`src/rtl/axis_cpu_defs.sv`:
```
// Shared axis_cpu BPF encoding constants: instruction classes, addressing modes,
// jump types, RET sources and regfile input selects.
package axis_cpu_defs;

  localparam logic [2:0] BPF_LD   = 3'h0;
  localparam logic [2:0] BPF_LDX  = 3'h1;
  localparam logic [2:0] BPF_ST   = 3'h2;
  localparam logic [2:0] BPF_STX  = 3'h3;
  localparam logic [2:0] BPF_ALU  = 3'h4;
  localparam logic [2:0] BPF_JMP  = 3'h5;
  localparam logic [2:0] BPF_RET  = 3'h6;
  localparam logic [2:0] BPF_MISC = 3'h7;

  localparam logic [2:0] BPF_ABS  = 3'h1;
  localparam logic [2:0] BPF_IND  = 3'h2;
  localparam logic [2:0] BPF_MEM  = 3'h3;
  localparam logic [2:0] BPF_MSH  = 3'h5;

  localparam logic [3:0] BPF_JA   = 4'h0;

  localparam logic [1:0] BPF_RVAL_X = 2'h1;
  localparam logic [1:0] BPF_RVAL_A = 2'h2;

  localparam logic [4:0] BPF_MISC_TAX = 5'h00;
  localparam logic [4:0] BPF_MISC_TXA = 5'h10;

  localparam logic REGFILE_IN_A = 1'b0;
  localparam logic REGFILE_IN_X = 1'b1;

endpackage

```
`src/rtl/bpf_decode_stage_pkg.sv`:
```
// Decode-stage types: the hazard class carried with each buffered instruction
// and the helper that derives it from the opcode.
package bpf_decode_stage_pkg;
  import axis_cpu_defs::*;

  localparam int INSTR_W = 64;

  typedef struct packed {
    logic writes_A;
    logic writes_X;
    logic reads_regfile;
  } haz_class_t;

  localparam int HAZ_CLASS_W = $bits(haz_class_t);

  function automatic haz_class_t write_class(input logic [7:0] opc);
    haz_class_t c;
    logic [2:0] cls;
    logic [2:0] mode;
    cls  = opc[2:0];
    mode = opc[7:5];
    c.writes_A      = (cls == BPF_LD) || (cls == BPF_ALU) ||
                      ((cls == BPF_MISC) && (opc[7:3] == BPF_MISC_TXA));
    c.writes_X      = (cls == BPF_LDX) ||
                      ((cls == BPF_MISC) && (opc[7:3] == BPF_MISC_TAX));
    c.reads_regfile = ((cls == BPF_LD) || (cls == BPF_LDX)) && (mode == BPF_MEM);
    return c;
  endfunction

endpackage

```
`src/rtl/bpf_decode_stage_if.sv`:
```
// Fetch-side, hazard and downstream signals of the decode stage; the stage
// itself connects through the slave modport.
interface bpf_decode_stage_if #(
  parameter int NUM_HAZ_STAGES = 1,
  parameter int COUNT_WIDTH    = 6
);
  logic [63:0]               instr_in;
  logic                      prev_vld;
  logic                      rdy;
  logic                      branch_mispredict;
  logic                      PC_en;
  logic [COUNT_WIDTH-1:0]    icount;
  logic [NUM_HAZ_STAGES-1:0] haz_writes_A;
  logic [NUM_HAZ_STAGES-1:0] haz_writes_X;
  logic [NUM_HAZ_STAGES-1:0] haz_reads_regfile;
  logic                      B_sel;
  logic [3:0]                ALU_sel;
  logic                      ALU_en;
  logic                      rd_en;
  logic                      regfile_wr_en;
  logic                      regfile_sel_stage1;
  logic [31:0]               imm_stage1;
  logic [63:0]               instr_out;
  logic [COUNT_WIDTH-1:0]    ocount;
  logic                      o_writes_A;
  logic                      o_writes_X;
  logic                      o_reads_regfile;
  logic                      vld;
  logic                      next_rdy;
  logic [15:0]               stall_cycles;

  modport slave (
    input  instr_in, prev_vld, branch_mispredict, PC_en, icount,
           haz_writes_A, haz_writes_X, haz_reads_regfile, next_rdy,
    output rdy, B_sel, ALU_sel, ALU_en, rd_en, regfile_wr_en,
           regfile_sel_stage1, imm_stage1, instr_out, ocount,
           o_writes_A, o_writes_X, o_reads_regfile, vld, stall_cycles
  );

  modport master (
    output instr_in, prev_vld, branch_mispredict, PC_en, icount,
           haz_writes_A, haz_writes_X, haz_reads_regfile, next_rdy,
    input  rdy, B_sel, ALU_sel, ALU_en, rd_en, regfile_wr_en,
           regfile_sel_stage1, imm_stage1, instr_out, ocount,
           o_writes_A, o_writes_X, o_reads_regfile, vld, stall_cycles
  );

endinterface

```
`src/rtl/bpf_decode_stage_bhand_fifo_count.sv`:
```
// Handshake circular buffer whose entries carry a saturating cycle count that
// advances on every PC_en cycle; outputs read as zero while empty.
module bhand_fifo_count #(
  parameter int DEPTH       = 2,
  parameter int DATA_W      = 67,
  parameter int COUNT_WIDTH = 6
) (
  input  logic                   clk,
  input  logic                   rst_n,
  input  logic                   i_flush,
  input  logic                   i_push,
  input  logic                   i_pop,
  input  logic                   i_pc_en,
  input  logic [DATA_W-1:0]      i_data,
  input  logic [COUNT_WIDTH-1:0] i_count,
  output logic [DATA_W-1:0]      o_data,
  output logic [COUNT_WIDTH-1:0] o_count,
  output logic                   o_vld,
  output logic                   o_full
);

  localparam int PTR_W = (DEPTH > 1) ? $clog2(DEPTH) : 1;
  localparam int OCC_W = PTR_W + 1;

  function automatic logic [COUNT_WIDTH-1:0] sat_inc(input logic [COUNT_WIDTH-1:0] v);
    return (&v) ? v : v + COUNT_WIDTH'(1);
  endfunction

  logic [DATA_W-1:0]      r_data [DEPTH];
  logic [COUNT_WIDTH-1:0] r_cnt  [DEPTH];
  logic [PTR_W-1:0]       r_wr_ptr;
  logic [PTR_W-1:0]       r_rd_ptr;
  logic [OCC_W-1:0]       r_occ;

  logic w_empty;
  logic w_full;
  logic w_push;
  logic w_pop;

  assign w_empty = (r_occ == '0);
  assign w_full  = (r_occ == OCC_W'(DEPTH));
  assign w_push  = i_push & ~w_full & ~i_flush;
  assign w_pop   = i_pop & ~w_empty;

  always_ff @(posedge clk or negedge rst_n) begin
    if (!rst_n) begin
      r_wr_ptr <= '0;
      r_rd_ptr <= '0;
      r_occ    <= '0;
    end else if (i_flush) begin
      r_wr_ptr <= '0;
      r_rd_ptr <= '0;
      r_occ    <= '0;
    end else begin
      if (w_push) r_wr_ptr <= r_wr_ptr + PTR_W'(1);
      if (w_pop)  r_rd_ptr <= r_rd_ptr + PTR_W'(1);
      unique case ({w_push, w_pop})
        2'b10:   r_occ <= r_occ + OCC_W'(1);
        2'b01:   r_occ <= r_occ - OCC_W'(1);
        default: r_occ <= r_occ;
      endcase
    end
  end

  always_ff @(posedge clk) begin
    if (w_push) r_data[r_wr_ptr] <= i_data;
  end

  // Stale slots also tick; they are overwritten on their next push.
  always_ff @(posedge clk) begin
    for (int i = 0; i < DEPTH; i++) begin
      if (w_push && (r_wr_ptr == PTR_W'(i)))
        r_cnt[i] <= i_pc_en ? sat_inc(i_count) : i_count;
      else if (i_pc_en)
        r_cnt[i] <= sat_inc(r_cnt[i]);
    end
  end

  assign o_vld   = ~w_empty;
  assign o_full  = w_full;
  assign o_data  = w_empty ? '0 : r_data[r_rd_ptr];
  assign o_count = w_empty ? '0 : r_cnt[r_rd_ptr];

endmodule

```
`src/rtl/bpf_decode_stage.sv`:
```
// BPF decode stage: stage-1 control decode, A/X/regfile hazard stall and a
// counted instruction buffer. Optional DECODE_STALL_STATS_EN adds a stall counter.
module bpf_decode_stage
  import axis_cpu_defs::*;
  import bpf_decode_stage_pkg::*;
#(
  parameter int NUM_HAZ_STAGES = 1,
  parameter int BUF_DEPTH      = 2,
  parameter int COUNT_WIDTH    = 6
) (
  input  logic               clk,
  input  logic               rst_n,
  bpf_decode_stage_if.slave  bus
);

  localparam int ENTRY_W = INSTR_W + HAZ_CLASS_W;

  logic [7:0] w_opc;
  logic [2:0] w_cls;
  logic [2:0] w_mode;
  logic       w_is_ld, w_is_ldx, w_is_st, w_is_stx;
  logic       w_is_alu, w_is_jmp, w_is_ret, w_is_misc;
  logic       w_mode_abs, w_mode_ind, w_mode_msh;

  assign w_opc      = bus.instr_in[55:48];
  assign w_cls      = w_opc[2:0];
  assign w_mode     = w_opc[7:5];
  assign w_is_ld    = (w_cls == BPF_LD);
  assign w_is_ldx   = (w_cls == BPF_LDX);
  assign w_is_st    = (w_cls == BPF_ST);
  assign w_is_stx   = (w_cls == BPF_STX);
  assign w_is_alu   = (w_cls == BPF_ALU);
  assign w_is_jmp   = (w_cls == BPF_JMP);
  assign w_is_ret   = (w_cls == BPF_RET);
  assign w_is_misc  = (w_cls == BPF_MISC);
  assign w_mode_abs = (w_mode == BPF_ABS);
  assign w_mode_ind = (w_mode == BPF_IND);
  assign w_mode_msh = (w_mode == BPF_MSH);

  logic w_alu_en_dec, w_rd_en_dec, w_wr_en_dec;
  logic w_reads_A, w_reads_X;

  assign w_alu_en_dec = w_is_alu | (w_is_jmp & (w_opc[7:4] != BPF_JA));
  assign w_rd_en_dec  = (w_is_ld  & (w_mode_abs | w_mode_ind)) |
                        (w_is_ldx & (w_mode_abs | w_mode_ind | w_mode_msh));
  assign w_wr_en_dec  = w_is_st | w_is_stx;

  assign w_reads_A = w_is_alu | w_is_jmp | w_is_st |
                     (w_is_ret  & (w_opc[4:3] == BPF_RVAL_A)) |
                     (w_is_misc & (w_opc[7:3] == BPF_MISC_TAX));
  assign w_reads_X = ((w_is_ld | w_is_ldx) & w_mode_ind) | w_is_stx |
                     (w_is_ret  & (w_opc[4:3] == BPF_RVAL_X)) |
                     (w_is_misc & (w_opc[7:3] == BPF_MISC_TXA));

  logic [NUM_HAZ_STAGES-1:0] w_haz_a, w_haz_x, w_haz_rf;
  logic                      w_stalled;
  logic                      w_full;
  logic                      w_rdy;
  logic                      w_accept;

  assign w_haz_a  = bus.haz_writes_A;
  assign w_haz_x  = bus.haz_writes_X;
  assign w_haz_rf = bus.haz_reads_regfile;

  assign w_stalled = (w_reads_A   & (|w_haz_a)) |
                     (w_reads_X   & (|w_haz_x)) |
                     (w_wr_en_dec & (|w_haz_rf));

  // rdy never depends on next_rdy: a full buffer blocks input even if it pops.
  assign w_rdy    = rst_n & ~w_full & ~w_stalled & ~bus.branch_mispredict;
  assign w_accept = bus.prev_vld & w_rdy;

  assign bus.rdy                = w_rdy;
  assign bus.B_sel              = w_opc[3];
  assign bus.ALU_sel            = w_opc[7:4];
  assign bus.imm_stage1         = bus.instr_in[31:0];
  assign bus.regfile_sel_stage1 = w_is_stx ? REGFILE_IN_X : REGFILE_IN_A;
  assign bus.ALU_en             = w_alu_en_dec & w_accept;
  assign bus.rd_en              = w_rd_en_dec  & w_accept;
  assign bus.regfile_wr_en      = w_wr_en_dec  & w_accept;

  haz_class_t                w_in_class;
  haz_class_t                w_head_class;
  logic [ENTRY_W-1:0]        w_head;
  logic [COUNT_WIDTH-1:0]    w_head_count;
  logic                      w_vld;

  assign w_in_class = write_class(w_opc);

  bhand_fifo_count #(
    .DEPTH       (BUF_DEPTH),
    .DATA_W      (ENTRY_W),
    .COUNT_WIDTH (COUNT_WIDTH)
  ) u_fifo (
    .clk     (clk),
    .rst_n   (rst_n),
    .i_flush (bus.branch_mispredict),
    .i_push  (w_accept),
    .i_pop   (w_vld & bus.next_rdy),
    .i_pc_en (bus.PC_en),
    .i_data  ({w_in_class, bus.instr_in}),
    .i_count (bus.icount),
    .o_data  (w_head),
    .o_count (w_head_count),
    .o_vld   (w_vld),
    .o_full  (w_full)
  );

  // The buffer zeroes its head while empty, so these are 0 whenever vld is 0.
  assign w_head_class        = haz_class_t'(w_head[ENTRY_W-1:INSTR_W]);
  assign bus.instr_out       = w_head[INSTR_W-1:0];
  assign bus.ocount          = w_head_count;
  assign bus.vld             = w_vld;
  assign bus.o_writes_A      = w_head_class.writes_A;
  assign bus.o_writes_X      = w_head_class.writes_X;
  assign bus.o_reads_regfile = w_head_class.reads_regfile;

`ifdef DECODE_STALL_STATS_EN
  logic [15:0] r_stall_cycles;

  always_ff @(posedge clk or negedge rst_n) begin
    if (!rst_n)
      r_stall_cycles <= '0;
    else if (bus.prev_vld & w_stalled & ~bus.branch_mispredict & (r_stall_cycles != 16'hFFFF))
      r_stall_cycles <= r_stall_cycles + 16'd1;
  end

  assign bus.stall_cycles = r_stall_cycles;
`else
  assign bus.stall_cycles = '0;
`endif

endmodule

```
`src/flat_wrapper.sv`:
```
// flat-port wrapper written by rule: the top's interface ports become plain ports
module bpf_decode_stage_flat import axis_cpu_defs::*; import bpf_decode_stage_pkg::*;
#(
  parameter int NUM_HAZ_STAGES = 1,
  parameter int BUF_DEPTH      = 2,
  parameter int COUNT_WIDTH    = 6
)
  (clk, rst_n, bus_instr_in, bus_prev_vld, bus_branch_mispredict, bus_PC_en, bus_icount, bus_haz_writes_A, bus_haz_writes_X, bus_haz_reads_regfile, bus_next_rdy, bus_rdy, bus_B_sel, bus_ALU_sel, bus_ALU_en, bus_rd_en, bus_regfile_wr_en, bus_regfile_sel_stage1, bus_imm_stage1, bus_instr_out, bus_ocount, bus_o_writes_A, bus_o_writes_X, bus_o_reads_regfile, bus_vld, bus_stall_cycles);
  bpf_decode_stage_if #(.NUM_HAZ_STAGES(NUM_HAZ_STAGES), .COUNT_WIDTH(COUNT_WIDTH)) bus_i ();
  input  logic clk;
  input  logic rst_n;
  input wire logic [$bits(bus_i.instr_in)-1:0] bus_instr_in;
  input wire logic [$bits(bus_i.prev_vld)-1:0] bus_prev_vld;
  input wire logic [$bits(bus_i.branch_mispredict)-1:0] bus_branch_mispredict;
  input wire logic [$bits(bus_i.PC_en)-1:0] bus_PC_en;
  input wire logic [$bits(bus_i.icount)-1:0] bus_icount;
  input wire logic [$bits(bus_i.haz_writes_A)-1:0] bus_haz_writes_A;
  input wire logic [$bits(bus_i.haz_writes_X)-1:0] bus_haz_writes_X;
  input wire logic [$bits(bus_i.haz_reads_regfile)-1:0] bus_haz_reads_regfile;
  input wire logic [$bits(bus_i.next_rdy)-1:0] bus_next_rdy;
  output wire logic [$bits(bus_i.rdy)-1:0] bus_rdy;
  output wire logic [$bits(bus_i.B_sel)-1:0] bus_B_sel;
  output wire logic [$bits(bus_i.ALU_sel)-1:0] bus_ALU_sel;
  output wire logic [$bits(bus_i.ALU_en)-1:0] bus_ALU_en;
  output wire logic [$bits(bus_i.rd_en)-1:0] bus_rd_en;
  output wire logic [$bits(bus_i.regfile_wr_en)-1:0] bus_regfile_wr_en;
  output wire logic [$bits(bus_i.regfile_sel_stage1)-1:0] bus_regfile_sel_stage1;
  output wire logic [$bits(bus_i.imm_stage1)-1:0] bus_imm_stage1;
  output wire logic [$bits(bus_i.instr_out)-1:0] bus_instr_out;
  output wire logic [$bits(bus_i.ocount)-1:0] bus_ocount;
  output wire logic [$bits(bus_i.o_writes_A)-1:0] bus_o_writes_A;
  output wire logic [$bits(bus_i.o_writes_X)-1:0] bus_o_writes_X;
  output wire logic [$bits(bus_i.o_reads_regfile)-1:0] bus_o_reads_regfile;
  output wire logic [$bits(bus_i.vld)-1:0] bus_vld;
  output wire logic [$bits(bus_i.stall_cycles)-1:0] bus_stall_cycles;
  assign bus_i.instr_in = bus_instr_in;
  assign bus_i.prev_vld = bus_prev_vld;
  assign bus_i.branch_mispredict = bus_branch_mispredict;
  assign bus_i.PC_en = bus_PC_en;
  assign bus_i.icount = bus_icount;
  assign bus_i.haz_writes_A = bus_haz_writes_A;
  assign bus_i.haz_writes_X = bus_haz_writes_X;
  assign bus_i.haz_reads_regfile = bus_haz_reads_regfile;
  assign bus_i.next_rdy = bus_next_rdy;
  assign bus_rdy = bus_i.rdy;
  assign bus_B_sel = bus_i.B_sel;
  assign bus_ALU_sel = bus_i.ALU_sel;
  assign bus_ALU_en = bus_i.ALU_en;
  assign bus_rd_en = bus_i.rd_en;
  assign bus_regfile_wr_en = bus_i.regfile_wr_en;
  assign bus_regfile_sel_stage1 = bus_i.regfile_sel_stage1;
  assign bus_imm_stage1 = bus_i.imm_stage1;
  assign bus_instr_out = bus_i.instr_out;
  assign bus_ocount = bus_i.ocount;
  assign bus_o_writes_A = bus_i.o_writes_A;
  assign bus_o_writes_X = bus_i.o_writes_X;
  assign bus_o_reads_regfile = bus_i.o_reads_regfile;
  assign bus_vld = bus_i.vld;
  assign bus_stall_cycles = bus_i.stall_cycles;
  bpf_decode_stage #(.NUM_HAZ_STAGES(NUM_HAZ_STAGES), .BUF_DEPTH(BUF_DEPTH), .COUNT_WIDTH(COUNT_WIDTH)) u_core (.clk(clk), .rst_n(rst_n), .bus(bus_i));
endmodule
```
`config.mk`:
```
export PLATFORM = sky130hd
export DESIGN_NAME = bpf_decode_stage_flat
export DESIGN_NICKNAME = d
export VERILOG_FILES = /design/src/rtl/axis_cpu_defs.sv /design/src/rtl/bpf_decode_stage_pkg.sv /design/src/rtl/bpf_decode_stage_if.sv /design/src/rtl/bpf_decode_stage_bhand_fifo_count.sv /design/src/rtl/bpf_decode_stage.sv /design/src/flat_wrapper.sv
export SDC_FILE = /design/constraint.sdc
export NUM_CORES = 1
export LEC_CHECK = 0
export ABC_AREA = 1
export BUFFER_PORTS_ARGS = -buffer_cell sky130_fd_sc_hd__clkbuf_2
export CAP_MARGIN = 20
export CORE_MARGIN = 2
export CORE_UTILIZATION = 51
export CTS_CLUSTER_DIAMETER = 150
export DETAILED_ROUTE_END_ITERATION = 8
export PLACE_DENSITY_LB_ADDON = 0.12
export SYNTH_ARGS = -nofsm -noshare
export SYNTH_HDL_FRONTEND = slang
export SYNTH_SLANG_ARGS = --single-unit
```
`constraint.sdc`:
```
create_clock -name clk -period 3.6 [get_ports clk]
set_clock_uncertainty 0.05 [all_clocks]
set_input_delay 0.36 -clock clk [delete_from_list [all_inputs] [get_ports clk]]
set_output_delay 0.36 -clock clk [all_outputs]
set_load 0.01 [all_outputs]
```
==> results.json <==
{
  "post-dp-hpwl_um": 9460,
  "yosysUniqueCellTypes": 38,
  "synth_ff_type": "edfxtp_1",
  "status": "finished, final reports clean",
  "whs_ns": 0.0762,
  "synth_area_leaders": "edfxtp_1 (64%), nand2_1 (9.7%), buf_4 (5.9%), a21oi_1 (5.6%), dfrtp_1 (1.5%)",
  "r2r_setup_slack_ns": 1.21,
  "wire_per_inst_um": 15.1,
  "ys_seq_area_frac": 0.658,
  "hold_viol_final": 0,
  "synth.avg_cell_area_um2": 11.3,
  "timing.slew.headroom": 0.441,
  "cts_setup_buffers": 0,
  "die_area_mm2": 0.0143,
  "power.leakage_nw": 3.53,
  "synth_top_cell_area_share": 0.643,
  "cts.sinks": 150,
  "cts_tree": "built",
  "slowest_delay_ns": 0.61,
  "drt_iter0_markers": 256,
  "worstHoldPathType": "in -> reg",
  "crit_path_end_kind": "output port",
  "start_util": 0.519,
  "cts_max_path_buffers": 2,
  "routabilityCongestion": 0.929,
  "drv_cap": 0,
  "ys_warn_count": 0,
  "cp.arrival_ns": 2.23,
  "startpoint_type": "flip-flop",
  "die_h_um": 120,
  "multiInputGateArea_mm2": 0.00178,
  "worst_slew_pin_slew_ns": 0.838,
  "min_period_ns": 2.64,
  "synth_edf_count": 146,
  "ys_top_cells_by_count": "nand2_1 (177), edfxtp_1 (146), a21oi_1 (76)",
  "cts-htree-levels": 4,
  "core_area_mm2": 0.0131,
  "synth_largest_area_cell": "edfxtp_1",
  "cts_buffers": 17,
  "cts_root_buffer": "clkbuf_16",
  "setup_tns_ns": 0,
  "io_pins": 211,
  "ys_ff_latch": 150,
  "insertion_delay_ns": 0.42,
  "required_ns": 3.19,
  "ir_drop_uv": 401,
  "grt_pass1_wl_um": 22400,
  "cp_max_fo": 57,
  "min_period_over_period": 0.734,
  "cts.reportedPaths.clkPinSlew_ns": 0.06,
  "grt_pass1_vias": 4560,
  "critPathSlowestCell": "buf_4",
  "wl_um": 14300,
  "max_freq_mhz": 378,
  "vias": 4716,
  "first_pass_iters": 5,
  "synthArstFlopShare": 0.0267,
  "drive_gt1_frac": 0.351,
  "dp_slack_ns": 0.989,
  "critical_path_class": "reg -> out",
  "slew_violations": 0,
  "syn_area_mm2": 0.00682,
  "regArea_mm2": 0.00449,
  "layout.nets": 840,
  "fin_util": 0.635,
  "cts_resized": 0,
  "antenna_found_initial": 0,
  "ant_nets": 0,
  "p_total_mw": 5.40,
  "drc": 0,
  "power_density_mw_per_mm2": 647,
  "yosysMostFrequentCell": "nand2_1",
  "nFillCells": 1086,
  "syn_inst": 601,
  "die_x_um": 120,
  "rsz0062_at_grt": "no",
  "path_cells": "nor2_4, buf_4, a21oi_1, clkbuf_2",
  "rows": 42,
  "postLayoutSetupSlackWorst_ns": 0.958,
  "grt-ovfl-total": 0,
  "diodes": 0,
  "groute.usage.overall": 0.204,
  "numPortBuffers": 194,
  "grt_max_degree": 77,
  "syn2layout_area_growth_pct": 22.3,
  "setup_viol": 0,
  "viasPerCell": 4.98
}
==> flip-flops by register name, summed over array words and instances (netlist names) <==
name,cells
u_core.u_fifo.r_occ,2
u_core.u_fifo.r_rd_ptr,1
u_core.u_fifo.r_data,134
u_core.u_fifo.r_cnt,12
u_core.u_fifo.r_wr_ptr,1
==> critical path, delay by kind of cell (launching register included) <==
kind / cells / cell delay (ns)
buffers and inverters: 2 / 0.79
AND/OR/NAND/NOR: 1 / 0.37
flip-flops: 1 / 0.44
AO/OA/AOI/OAI: 1 / 0.17
==> layer usage <==
layer	wire, um	GRT usage
met5	0	0
met4	274	0.0706
met3	1120	0.0703
met2	6850	0.333
met1	6080	0.256
==> report_power, final <==
part	leakage (nW)	internal [mW]	switching (mW)
clock network	0.338	1.38	0.696
logic	1.81	0.429	0.858
registers	1.38	2.00	0.0416
total	3.53	3.80	1.60
==> layout by cell type, fill, tap and decap left out, drive strengths merged <==
cell,Yosys,routed
nor3,3,3
xnor2,5,5
nand3,14,14
mux2,1,1
clkinvlp,0,1
o21ai,23,23
a21boi,1,1
conb,1,16
or2,3,3
ha,3,3
nor2,14,14
bufinv,0,7
clkinv,0,5
o2111ai,1,1
nor4,1,1
a21oi,76,76
nand4,6,6
dlygate4sd3,0,1
xor2,6,6
and2,1,1
clkbuf,22,211
inv,24,26
dfrtp,4,4
buf,57,7
edfxtp,146,146
mux2i,1,1
nand2,187,187
a311oi,1,1
==> cells by family after synthesis <==
family                     share of synthesized area
DFF                                            0.658
other                                       0.000550
muxes                                        0.00312
buffers and inverters                         0.0903
adders and majority gates                    0.00551
xor gates and xnor gates                      0.0141
and+or+nand+nor                                0.146
AOI/OAI and AO/OA                             0.0824
==> final timing paths <==
kind,start,endpoint,cells after the start
max in group asynchronous,rst_n,u_core.u_fifo.r_rd_ptr$_DFFE_PN0P_,2
min in group asynchronous,rst_n,u_core.u_fifo.r_occ[0]$_DFFE_PN0P_,2
max reg2reg,u_core.u_fifo.r_occ[1]$_DFFE_PN0P_,u_core.u_fifo.r_data[0][62]$_DFFE_PP_,8
max,u_core.u_fifo.r_occ[1]$_DFFE_PN0P_,bus_o_writes_X,4
min reg2reg,u_core.u_fifo.r_wr_ptr$_DFFE_PN0P_,u_core.u_fifo.r_wr_ptr$_DFFE_PN0P_,2
min,bus_instr_in[32],u_core.u_fifo.r_data[1][32]$_DFFE_PP_,1
==> through the flow <==
step	cells	area, um2
after floorplan	616	6870
after global placement	914	7630
after detailed placement	914	7630
after CTS	947	8340
after global routing	947	8340
final	947	8340
==> area by class of cell <==
class / instances / share of cell area
Tap cell: 176 / 0.0264
Clock buffer: 17 / 0.0510
Multi-Input combinational cell: 363 / 0.214
Timing Repair Buffer: 202 / 0.127
Clock inverter: 15 / 0.0330
Inverter: 24 / 0.0111
Sequential cell: 150 / 0.538
==> what timing repair did <==
| action | CTS | global route |
|---|---|---|
| hold buffers | 1 | 0 |
| setup endpoints to repair | 0 | 0 |
| endpoints found under the hold margin | 4 | 0 |
Power figures use the tool's default switching activity.
